**config.mk**
```make
export PLATFORM = sky130hd
export DESIGN_NAME = oam_dma_ctrl_flat
export DESIGN_NICKNAME = d
export VERILOG_FILES = /design/src/rtl/oam_dma_if.sv /design/src/rtl/oam_dma_ctrl.sv /design/src/flat_wrapper.sv
export SDC_FILE = /design/constraint.sdc
export NUM_CORES = 1
export LEC_CHECK = 0
export ABC_AREA = 1
export ABC_CLOCK_PERIOD_IN_PS = 1300
export BUFFER_PORTS_ARGS = -buffer_cell sky130_fd_sc_hd__buf_2
export CORE_UTILIZATION = 45
export DETAILED_ROUTE_END_ITERATION = 6
export PLACE_DENSITY = 0.77
export SLEW_MARGIN = 40
export SYNTH_ARGS = -nofsm -noshare
export SYNTH_HDL_FRONTEND = slang
export SYNTH_SLANG_ARGS = --single-unit
```
**constraint.sdc**
```tcl
create_clock -name clk -period 1.3 [get_ports clk]
set_input_delay 0.195 -clock clk [delete_from_list [all_inputs] [get_ports clk]]
set_output_delay 0.195 -clock clk [all_outputs]
set_load 0.01 [all_outputs]
```
**src/rtl/oam_dma_if.sv**
```systemverilog
// Byte-wide memory bus. The master drives address, strobes and write data.
// The slave returns read data and, on the CPU side, the RDY stall.
interface oam_dma_if;
  logic [15:0] addr;
  logic [7:0]  dout;
  logic        wen;
  logic        ren;
  logic [7:0]  din;
  logic        rdy;

  modport master (output addr, dout, wen, ren, input din);
  modport slave  (input addr, dout, wen, ren, output din, rdy);
endinterface

```
**src/rtl/oam_dma_ctrl.sv**
```systemverilog
// Sprite DMA controller and CPU/system-bus arbiter; the CPU bus passes through unless a page copy to OAM is running.
// Define OAM_DMA_ALIGN_EN to add the parity flop and ALIGN state so READ always starts on a "get" cycle.
//
// state | meaning
// IDLE  | CPU owns the bus, pass-through, waiting for a write to DMA_REG_ADDR
// HALT  | RDY low, CPU still driving its pending writes
// ALIGN | one dead cycle so the first READ lands on parity 0 (OAM_DMA_ALIGN_EN only)
// READ  | fetch byte {page, idx} into latch
// WRITE | store latch to OAM_DATA_ADDR, advance idx
module oam_dma_ctrl #(
  parameter logic [15:0] DMA_REG_ADDR  = 16'h4014,
  parameter logic [15:0] OAM_DATA_ADDR = 16'h2004,
  parameter int          XFER_LEN      = 256
) (
  input  logic             clk,
  input  logic             rst,
  oam_dma_if.slave         cpu,
  oam_dma_if.master        bus,
  output logic             dma_busy
);

  localparam logic [7:0] LAST_IDX = 8'(XFER_LEN - 1);

`ifdef OAM_DMA_ALIGN_EN
  typedef enum logic [2:0] {IDLE, HALT, ALIGN, READ, WRITE} state_t;
`else
  typedef enum logic [1:0] {IDLE, HALT, READ, WRITE} state_t;
`endif

  state_t     state, state_nxt;
  logic [7:0] page;
  logic [7:0] idx;
  logic [7:0] latch;
  logic       trigger;

  assign trigger  = cpu.wen && (cpu.addr == DMA_REG_ADDR);
  assign cpu.din  = bus.din;
  assign cpu.rdy  = (state == IDLE);
  assign dma_busy = (state != IDLE);

  always_ff @(posedge clk or posedge rst) begin
    if (rst) state <= IDLE;
    else     state <= state_nxt;
  end

  always_ff @(posedge clk or posedge rst) begin
    if (rst)                        page <= 8'h00;
    else if (state == IDLE && trigger) page <= cpu.dout;
  end

  // A reset mid-transfer drops idx so the next trigger restarts at byte 0.
  always_ff @(posedge clk or posedge rst) begin
    if (rst)                 idx <= 8'h00;
    else if (state == WRITE) idx <= (idx == LAST_IDX) ? 8'h00 : idx + 8'd1;
  end

  always_ff @(posedge clk or posedge rst) begin
    if (rst)                latch <= 8'h00;
    else if (state == READ) latch <= bus.din;
  end

`ifdef OAM_DMA_ALIGN_EN
  logic parity;

  always_ff @(posedge clk or posedge rst) begin
    if (rst) parity <= 1'b0;
    else     parity <= ~parity;
  end
`endif

  always_comb begin
    state_nxt = state;
    bus.addr  = cpu.addr;
    bus.dout  = cpu.dout;
    bus.wen   = cpu.wen;
    bus.ren   = cpu.ren;
    case (state)
      IDLE: begin
        if (trigger) state_nxt = HALT;
      end
      HALT: begin
        // 6502 ignores RDY on writes, so wait for the first non-write cycle.
        if (!cpu.wen) begin
`ifdef OAM_DMA_ALIGN_EN
          state_nxt = parity ? READ : ALIGN;
`else
          state_nxt = READ;
`endif
        end
      end
`ifdef OAM_DMA_ALIGN_EN
      ALIGN: begin
        bus.addr  = {page, idx};
        bus.dout  = latch;
        bus.wen   = 1'b0;
        bus.ren   = 1'b0;
        state_nxt = READ;
      end
`endif
      READ: begin
        bus.addr  = {page, idx};
        bus.dout  = latch;
        bus.wen   = 1'b0;
        bus.ren   = 1'b1;
        state_nxt = WRITE;
      end
      WRITE: begin
        bus.addr  = OAM_DATA_ADDR;
        bus.dout  = latch;
        bus.wen   = 1'b1;
        bus.ren   = 1'b0;
        state_nxt = (idx == LAST_IDX) ? IDLE : READ;
      end
      default: state_nxt = IDLE;
    endcase
  end

endmodule
```
**src/flat_wrapper.sv**
```systemverilog
// flat-port wrapper written by rule: the top's interface ports become plain ports
module oam_dma_ctrl_flat 
#(
  parameter logic [15:0] DMA_REG_ADDR  = 16'h4014,
  parameter logic [15:0] OAM_DATA_ADDR = 16'h2004,
  parameter int          XFER_LEN      = 256
)
  (clk, rst, dma_busy, cpu_addr, cpu_dout, cpu_wen, cpu_ren, cpu_din, cpu_rdy, bus_addr, bus_dout, bus_wen, bus_ren, bus_din);
  oam_dma_if cpu_i ();
  oam_dma_if bus_i ();
  input  logic clk;
  input  logic rst;
  output logic dma_busy;
  input wire logic [$bits(cpu_i.addr)-1:0] cpu_addr;
  input wire logic [$bits(cpu_i.dout)-1:0] cpu_dout;
  input wire logic [$bits(cpu_i.wen)-1:0] cpu_wen;
  input wire logic [$bits(cpu_i.ren)-1:0] cpu_ren;
  output wire logic [$bits(cpu_i.din)-1:0] cpu_din;
  output wire logic [$bits(cpu_i.rdy)-1:0] cpu_rdy;
  output wire logic [$bits(bus_i.addr)-1:0] bus_addr;
  output wire logic [$bits(bus_i.dout)-1:0] bus_dout;
  output wire logic [$bits(bus_i.wen)-1:0] bus_wen;
  output wire logic [$bits(bus_i.ren)-1:0] bus_ren;
  input wire logic [$bits(bus_i.din)-1:0] bus_din;
  assign cpu_i.addr = cpu_addr;
  assign cpu_i.dout = cpu_dout;
  assign cpu_i.wen = cpu_wen;
  assign cpu_i.ren = cpu_ren;
  assign cpu_din = cpu_i.din;
  assign cpu_rdy = cpu_i.rdy;
  assign bus_addr = bus_i.addr;
  assign bus_dout = bus_i.dout;
  assign bus_wen = bus_i.wen;
  assign bus_ren = bus_i.ren;
  assign bus_i.din = bus_din;
  oam_dma_ctrl #(.DMA_REG_ADDR(DMA_REG_ADDR), .OAM_DATA_ADDR(OAM_DATA_ADDR), .XFER_LEN(XFER_LEN)) u_core (.clk(clk), .rst(rst), .cpu(cpu_i), .bus(bus_i), .dma_busy(dma_busy));
endmodule
```
Word-level counts from Yosys, hierarchy flattened
Cells that the tools add are included.
{"block": "word_totals", "inputBits": 36, "reg_bits": 26, "wordCells": 27, "out_inout_bits": 36}
{"block": "op_classes", "reduce_logical": 6, "n_eq_ne": 7, "n_addsub": 1, "n_mux": 9}
{"op": "16-bit case mux with 2 select lines", "n": 1}
{"op": "16-bit by 15-bit equality test with 1-bit output, second input constant", "n": 1}
{"op": "8-bit two-way mux", "n": 2}
{"op": "8-bit by 1-bit adder with 8-bit output, second input constant", "n": 1}
{"op": "8-bit equality test, second input constant", "n": 1}
{"op": "2-bit case mux with 4 select lines", "n": 1}
{"op": "2-bit two-way mux", "n": 3}
{"op": "2-bit equality test, second input constant", "n": 2}
{"op": "1-bit case mux with 2 select lines", "n": 2}
{"op": "2-bit by 1-bit equality test with 1-bit output, second input constant", "n": 1}
{"op": "1-bit logical AND", "n": 2}
{"op": "2-bit logical NOT", "n": 1}
{"op": "2-bit by 1-bit != test with 1-bit output, second input constant", "n": 1}
{"op": "2-bit != test, second input constant", "n": 1}
{"op": "2-bit AND reduction", "n": 1}
{"op": "2-bit nonzero test", "n": 1}
{"op": "2-bit OR reduction", "n": 1}

Longest topological paths before layout
Gate-level depths: netlist of the first run.
{"block": "logic_depth", "word_depth": 4, "depth_mapped": 7, "mapped_depth_nobuf": 7}

Worst setup path after synthesis of the first run
No wires, ideal clock.
{"block": "synth_path", "path_kind": "flip-flop to output port", "startpoint": "register u_core.state[0]", "endpoint": "output port bus_addr[1]", "path_slack_ns": 0.008, "arrival_time_ns": 1.097, "n_path_buf": 1, "stages_incl_launch_ff": 5, "required_time_ns": 1.105, "path_cell_list": "dfrtp_1 nor2_4 inv_2 buf_4 o22ai_1"}
{"block": "synth_between", "elab_chain_len": 2, "elab_cells_between_ends": 3, "cone_classes": "eq/ne (2); mux (1)"}
{"element": "start: declaration", "line_no": "oam_dma_ctrl.sv:30", "rtl": "state_t state, state_nxt;"}
{"element": "start signal: assignment", "line_no": "oam_dma_ctrl.sv:43", "rtl": "else state <= state_nxt;"}
{"element": "2-bit equality test", "line_no": "oam_dma_ctrl.sv:77", "rtl": "case (state)"}
{"element": "16-bit case mux with 2 select lines *", "line_no": "oam_dma_ctrl.sv:77"}
{"element": "end: declaration", "line_no": "flat_wrapper.sv:20", "rtl": "output wire logic [$bits(bus_i.addr)-1:0] bus_addr;"}
Mark *: on every way between the ends. The rest lies on a longest branch, timed or not.

Worst setup path in the final report of the first run
{"block": "layout_path", "startpoint": "register u_core.state[1]", "endpoint": "output port bus_addr[1]"}
The elaborated chain is that of the path after synthesis.

==> results.ini, run 1 <==
[global_route]
grt_pass1_vias=1651
grtUsageTotal_pct=23.5
grt_max_degree=27
antenna_found_initial=0
grt-ovfl-total=0
grt_pass1_wl_microns=7250

[route]
route.antenna.remaining_nets=0
drt-pass1-iter-count=5
first_iter_violations=149
wirelength_microns=4730
viasPerCell=5.11
routedWlPerCell_microns=13.4
drc=0
vias=1803

[floorplan]
die_x_microns=62.4
dieArea_sq_um=3900
coreArea_sq_um=3420
start_util_pct=48.1
fp.dieH_microns=62.4
ios=72
num_rows=21

[cells_and_area]
antenna_cells=0
nets=345
fillers=291
seq_area_sq_um=653
layout-drive-gt1-share_pct=43.0
utilization_pct=68.1
multi_input_area_sq_um=870
fin_area_sq_um=2330
syn2layout_area_growth_pct=41.7

[logic_synthesis]
synth-seq-cells=26
async_reset_ff_share_pct=100
synthCells=222
synth_common_cells=nand2_1, dfrtp_1, inv_1
synth_nets=259
synth_most_common_cell=nand2_1
synthTopCellsByArea=dfrtp_1, nand2_1, buf_4
synth_area_sq_um=1640
synth_edf_count=0
yosys.cell_types.count=32
yosysTopAreaCellShare_pct=39.6
seq_area_frac_synth_pct=39.6
syn_avg_cell_area_sq_um=7.40
synthFlopType=dfrtp_1
yosys_warnings=0
yosys.area.top_type=dfrtp_1

[worst_setup_path]
cp-start-kind=flop
cp-end-kind=output pin
required_ps=1110
rr_endpoint=u_core.page[0]$_DFFE_PP0P_
timing.rr.start=u_core.state[1]$_DFFE_PP0P_
crit_fanout=5
critPathKind=flop to output pin
cp.arrival_ps=1420
ff2ff_setup_slack_ps=-160
worstRegToRegCells=7

[placed_design]
port_buffers=71
gp_congestion=0.877
placed_area_sq_um=2060
dpl.hpwl_microns=3370
dp_slack_ps=27.0

[power_and_ir_drop]
powerDensity_nw_per_um2=1750
power_leakage_nw=1.27
power_mw=4.08
peakVddDrop_mv=1.01

[clock_network]
cts_max_level=1
cts_max_path_buffers=2
cts_tree=built
root_buffer=clkbuf_4
cts_sinks=26
path_clk_slew_ps=140
insertion_delay_ps=320
numCtsBuffers=3

[timing]
period_share_pct=124
whs_ps=69.6
relSlewSlack_pct=78.2
timing_hold_violations_final=0
skew_ps=2.02
setup_viol=36
worst_slew_pin_slew_ps=327
fin_ws_ps=-311
period_needed_ps=1610
drv_slew=0
max_freq_ghz=0.621
grt_setup_unrepaired=true

[worst_hold_path]
holdCritStartpoint=bus_din[0]
hold_path.class=primary input to flop
hold_end=u_core.latch[0]$_DFFE_PP0P_
min_path_cells=3

[outcome]
violations=setup timing
status=finished with violations

[job]
drv_cap=0

==> worst max-delay path by stage <==
stage / slack [ps] / endpoint / start
6_report: -310 / bus_addr[1] / u_core.state[1]$_DFFE_PP0P_
5_1_grt: -380 / bus_addr[3] / u_core.state[1]$_DFFE_PP0P_
3_3_place_gp: 60 / dma_busy / u_core.state[1]$_DFFE_PP0P_
2_1_floorplan: 8 / bus_addr[1] / u_core.state[0]$_DFFE_PP0P_
3_5_place_dp: 30 / bus_addr[2] / u_core.state[1]$_DFFE_PP0P_
4_1_cts: -280 / bus_addr[13] / u_core.state[0]$_DFFE_PP0P_
==> final cells by class <==
cell class	instances	share of cell area, %
sequential	26	28.1
inverter	24	4.30
clock buffer	4	1.56
tap	46	2.47
multi-input combinational	158	37.4
timing repair buffer	95	26.2
==> where the power goes <==
group	total (mW)	leakage, nW	switching (mW)	internal, mW
Combinational	2.41	0.919	1.35	1.06
Clock	0.418	0.0210	0.246	0.172
Sequential	1.25	0.331	0.195	1.06
==> logic make-up after synthesis <==
family	count (synthesis)	share of synthesized area, %
AOI/OAI and AO/OA	22	8.68
xor gates and xnor gates	3	1.60
adders and majority gates	1	0.761
buffers and inverters	38	11.3
DFF	26	39.6
and+or+nand+nor	132	38.0
==> layer usage <==
| layer | GRT usage, % | part of all wire, % | routed length (microns) |
|---|---|---|---|
| met5 | 0 | 0 | 0 |
| met4 | 9.30 | 2.8 | 130 |
| met3 | 3.28 | 6.2 | 293 |
| met2 | 39.1 | 49 | 2310 |
| met1 | 30.8 | 42 | 1990 |
==> placed cells by master, fill, tap and decap left out, types with 2 or more instances in the layout <==
master,synthesis,routed
nand2_2,0,2
buf_4,10,15
buf_2,3,67
dfrtp_1,26,24
nand2_8,0,2
nand2_1,94,90
a22o_1,2,2
nor2_4,4,6
o21ai_1,9,9
a21oi_1,2,2
inv_2,8,7
o22ai_1,4,3
nand4_1,9,9
buf_12,0,2
buf_6,0,10
nor2_1,11,9
nand3_1,5,5
dfrtp_2,0,2
xor2_1,3,3
inv_4,1,2
nor2_2,2,2
clkbuf_4,0,3
inv_1,14,14
==> worst max-delay path: stages (launching register included) <==
cell	delay [ps]
dfrtp_2	490
buf_4	160
buf_6	130
o22ai_1	160
buf_2	160
==> repair_timing <==
item | 4_1_cts | 5_1_grt
hold endpoints to repair | 26 | 0
setup endpoints to repair | 28 | 36
pin swaps | 1 | 5
gates cloned | 1 | 0
buffers inserted | 9 | 2
gates resized for setup | 10 | 21
hold buffers | 1 | 0
==> through the flow <==
step	instances	TNS, ps
after floorplan	222	0
after global placement	337	0
after detailed placement	337	0
after CTS	352	-7150
after global routing	353	-11120
final	353	-8950
==> registers in the layout, indices dropped and copies added, names as in the netlist <==
signal / cells
u_core.idx: 8
u_core.state: 2
u_core.page: 8
u_core.latch: 8
No activity file was read; power rests on OpenSTA's default activity.
==> run 2: changes to the inputs <==
--- a/config.mk
+++ b/config.mk
@@ -7,10 +7,9 @@
 export LEC_CHECK = 0
 export ABC_AREA = 1
 export ABC_CLOCK_PERIOD_IN_PS = 1300
-export BUFFER_PORTS_ARGS = -buffer_cell sky130_fd_sc_hd__buf_2
 export CORE_UTILIZATION = 45
 export DETAILED_ROUTE_END_ITERATION = 6
-export PLACE_DENSITY = 0.77
+export DONT_BUFFER_PORTS = 1
 export SLEW_MARGIN = 40
 export SYNTH_ARGS = -nofsm -noshare
 export SYNTH_HDL_FRONTEND = slang
==> run 2 against run 1 <==
Effect of this change:
- the run still ends with setup timing left
- sequential share of layout area increased by 1.5 points
- wire length decreased by 3.6%
- clock skew rose by 2.9 ps
- global-route usage grew 0.58 points
- highest routed layer unchanged
==> results.ini, run 2 (synthesis gave the netlist of run 1 again) <==
[floorplan]
start_util_pct=48.1  ; unchanged
ios=72  ; unchanged
fp.dieH_microns=62.4  ; unchanged
coreArea_sq_um=3420  ; unchanged
num_rows=21  ; unchanged
dieArea_sq_um=3900  ; unchanged
die_x_microns=62.4  ; unchanged

[power_and_ir_drop]
p_seq_share_pct=30.9  ; +0.2 points
p_int_mw=2.25  ; -1.8%
power_frac_comb_pct=55.3  ; -3.8 points
p_sw_share_pct=44.4  ; +0.52 points
pwr-share-clk_pct=13.7  ; +3.5 points
power_leakage_nw=1.08  ; -15%
peakVddDrop_mv=0.866  ; -14%
p_sw_mw=1.80  ; +0.34%
powerDensity_nw_per_um2=1830  ; +4.4%

[placed_design]
dpl.hpwl_microns=3230  ; -4.2%
placedCellCount=271  ; -20%
placed_area_sq_um=1730  ; -16%
gp_congestion=0.907  ; +3.4%
port_buffers=0  ; -100%
dp_slack_ps=35.6  ; +8.64 ps

[cells_and_area]
antenna_cells=0  ; unchanged
top_regs=u_core.idx: 8 flops, u_core.latch: 8 flops, u_core.page: 8 flops
nets=293  ; -15%
seq_area_sq_um=653  ; unchanged
multi_input_area_sq_um=956  ; +9.9%
layout-drive-gt1-share_pct=36.1  ; -6.9 points
fillers=302  ; +3.8%
final_cell_mix=nand2_1, dfrtp_1, nand2_2
stdcell_count=301  ; -15%
fin_area_sq_um=2210  ; -5.1%
final_common_cell=nand2_1
syn2layout_area_growth_pct=34.5

[timing]
skew_ps=4.89  ; +2.87 ps
setup_viol=36  ; unchanged
relSlewSlack_pct=77.6  ; -0.63 points
period_share_pct=119  ; -5.2 points
fin_ws_ps=-244  ; +67.3 ps
worst_slew_pin_slew_ps=336  ; +9.42 ps
grt_setup_unrepaired=true
period_needed_ps=1540  ; -67.3 ps
timing_hold_violations_final=0  ; unchanged
drv_slew=0  ; unchanged
max_freq_ghz=0.648  ; +4.4%

[route]
route.antenna.remaining_nets=0  ; unchanged
first_iter_violations=56  ; -62%
wl_met3_microns=302  ; +3.1%
vias=1589  ; -12%
wirelength_microns=4560  ; -3.6%
drt-pass1-iter-count=4  ; -1
drc=0  ; unchanged
routedWlPerCell_microns=15.1  ; +13%
met2_length_microns=2320  ; +0.69%
wl_met1_microns=1820  ; -8.6%
viasPerCell=5.28  ; +3.4%
routed.top_layer=met4

[worst_hold_path]
hold_path.class=primary input to flop

[global_route]
antenna_found_initial=0  ; unchanged
grt_pass1_vias=1573  ; -4.7%
grtUsageTotal_pct=24.1  ; +0.58 points
grt_max_degree=27  ; unchanged
grt_pass1_wl_microns=7310  ; +0.87%
grt-ovfl-total=0  ; unchanged

[worst_setup_path]
cp_top_family=flip-flops
crit_fanout=7  ; +2
required_ps=1110  ; about the same
critPathKind=flop to output pin
cp-end-kind=output pin
cp_slowest_stage_delay_ps=450  ; -40 ps
path_buf_inv=2  ; -1
cp-start-kind=flop
cp.arrival_ps=1350  ; -70 ps
critPathSlowestCell=dfrtp_2
path_cells=inv_4 > nor2_4 > buf_6 > a22o_1

[clock_network]
root_buffer=clkbuf_4
numCtsBuffers=3  ; unchanged
insertion_delay_ps=330  ; about the same
cts_sinks=26  ; unchanged
cts_tree=built
cts_max_level=1  ; unchanged
cts_max_path_buffers=2  ; unchanged
path_clk_slew_ps=130  ; about the same

[job]
drv_cap=0  ; unchanged

[outcome]
status=finished with violations
violations=setup timing

run 2: cell types whose count changed in the layout (fill, tap and decap cells not counted), sizes merged:
cell,change
clkinv,+1
inv,-1
buf,-68
clkbuf,-1
bufinv,+1
dlygate4sd3,+16
run 2: metal layers:
layer	vias to the layer above	track usage [%]
li1	762	-
met1	753	29.4
met2	64	42.1
met3	10	3.83
met4	0	9.59
met5	-	0
run 2: stage by stage:
step | setup TNS [ps] | power, mW | hold WS, ps | utilization, %
4_1_cts | -4940 | 3.96 | 128 | 63.6
2_1_floorplan | 0 | 2.49 | 235 | -
5_1_grt | -8070 | 4.34 | 124 | 64.7
6_report | -5700 | 4.04 | 138 | 64.7
3_5_place_dp | 0 | 2.97 | 165 | 50.8
3_3_place_gp | 0 | 2.92 | 164 | 50.8
run 2: worst register-to-register path, delay by kind of cell, from the launching register on:
kind	cells	cell delay, ps
buffers and inverters	3	390
flip-flops	1	470
AND/OR/NAND/NOR	4	460
run 2: path summary, 6_finish.rpt:
path / startpoint / end / slack, ps / cells after the start
setup / recovery: u_core.state[1]$_DFFE_PP0P_ / bus_addr[12] / -240 / 4
hold / removal: cpu_wen / u_core.state[1]$_DFFE_PP0P_ / 140 / 4
setup reg to reg: u_core.state[1]$_DFFE_PP0P_ / u_core.page[0]$_DFFE_PP0P_ / -110 / 7
hold reg to reg: u_core.latch[6]$_DFFE_PP0P_ / u_core.latch[6]$_DFFE_PP0P_ / 490 / 2
max in group asynchronous: rst / u_core.state[1]$_DFFE_PP0P_ / 680 / 3
min in group asynchronous: rst / u_core.latch[0]$_DFFE_PP0P_ / 340 / 3
run 2: what timing repair did:
item / CTS / global route
hold buffers: 17 / 0
setup buffers: 5 / 3
pin swaps: 8 / 11
gates cloned: 2 / 0
endpoints found under the hold margin: 42 / 0
endpoints found under the setup margin: 28 / 38
resized for setup: 49 / 7
run 2: area by class of cell:
type,instances,share of cell area [%]
multi-input combinational,158,43.3
timing repair buffer,43,17.6
inverter,24,4.59
tap,46,2.60
sequential,26,29.6
clock inverter,1,1.36
clock buffer,3,1.02
run 2: power groups by stage:
stage | combinational (mW) | sequential [mW] | clock, mW
floorplan | 1.27 | 1.22 | 0
global placement | 1.67 | 1.25 | 0
detailed placement | 1.70 | 1.27 | 0
CTS | 2.15 | 1.25 | 0.570
global route | 2.45 | 1.28 | 0.612
finish | 2.24 | 1.25 | 0.555
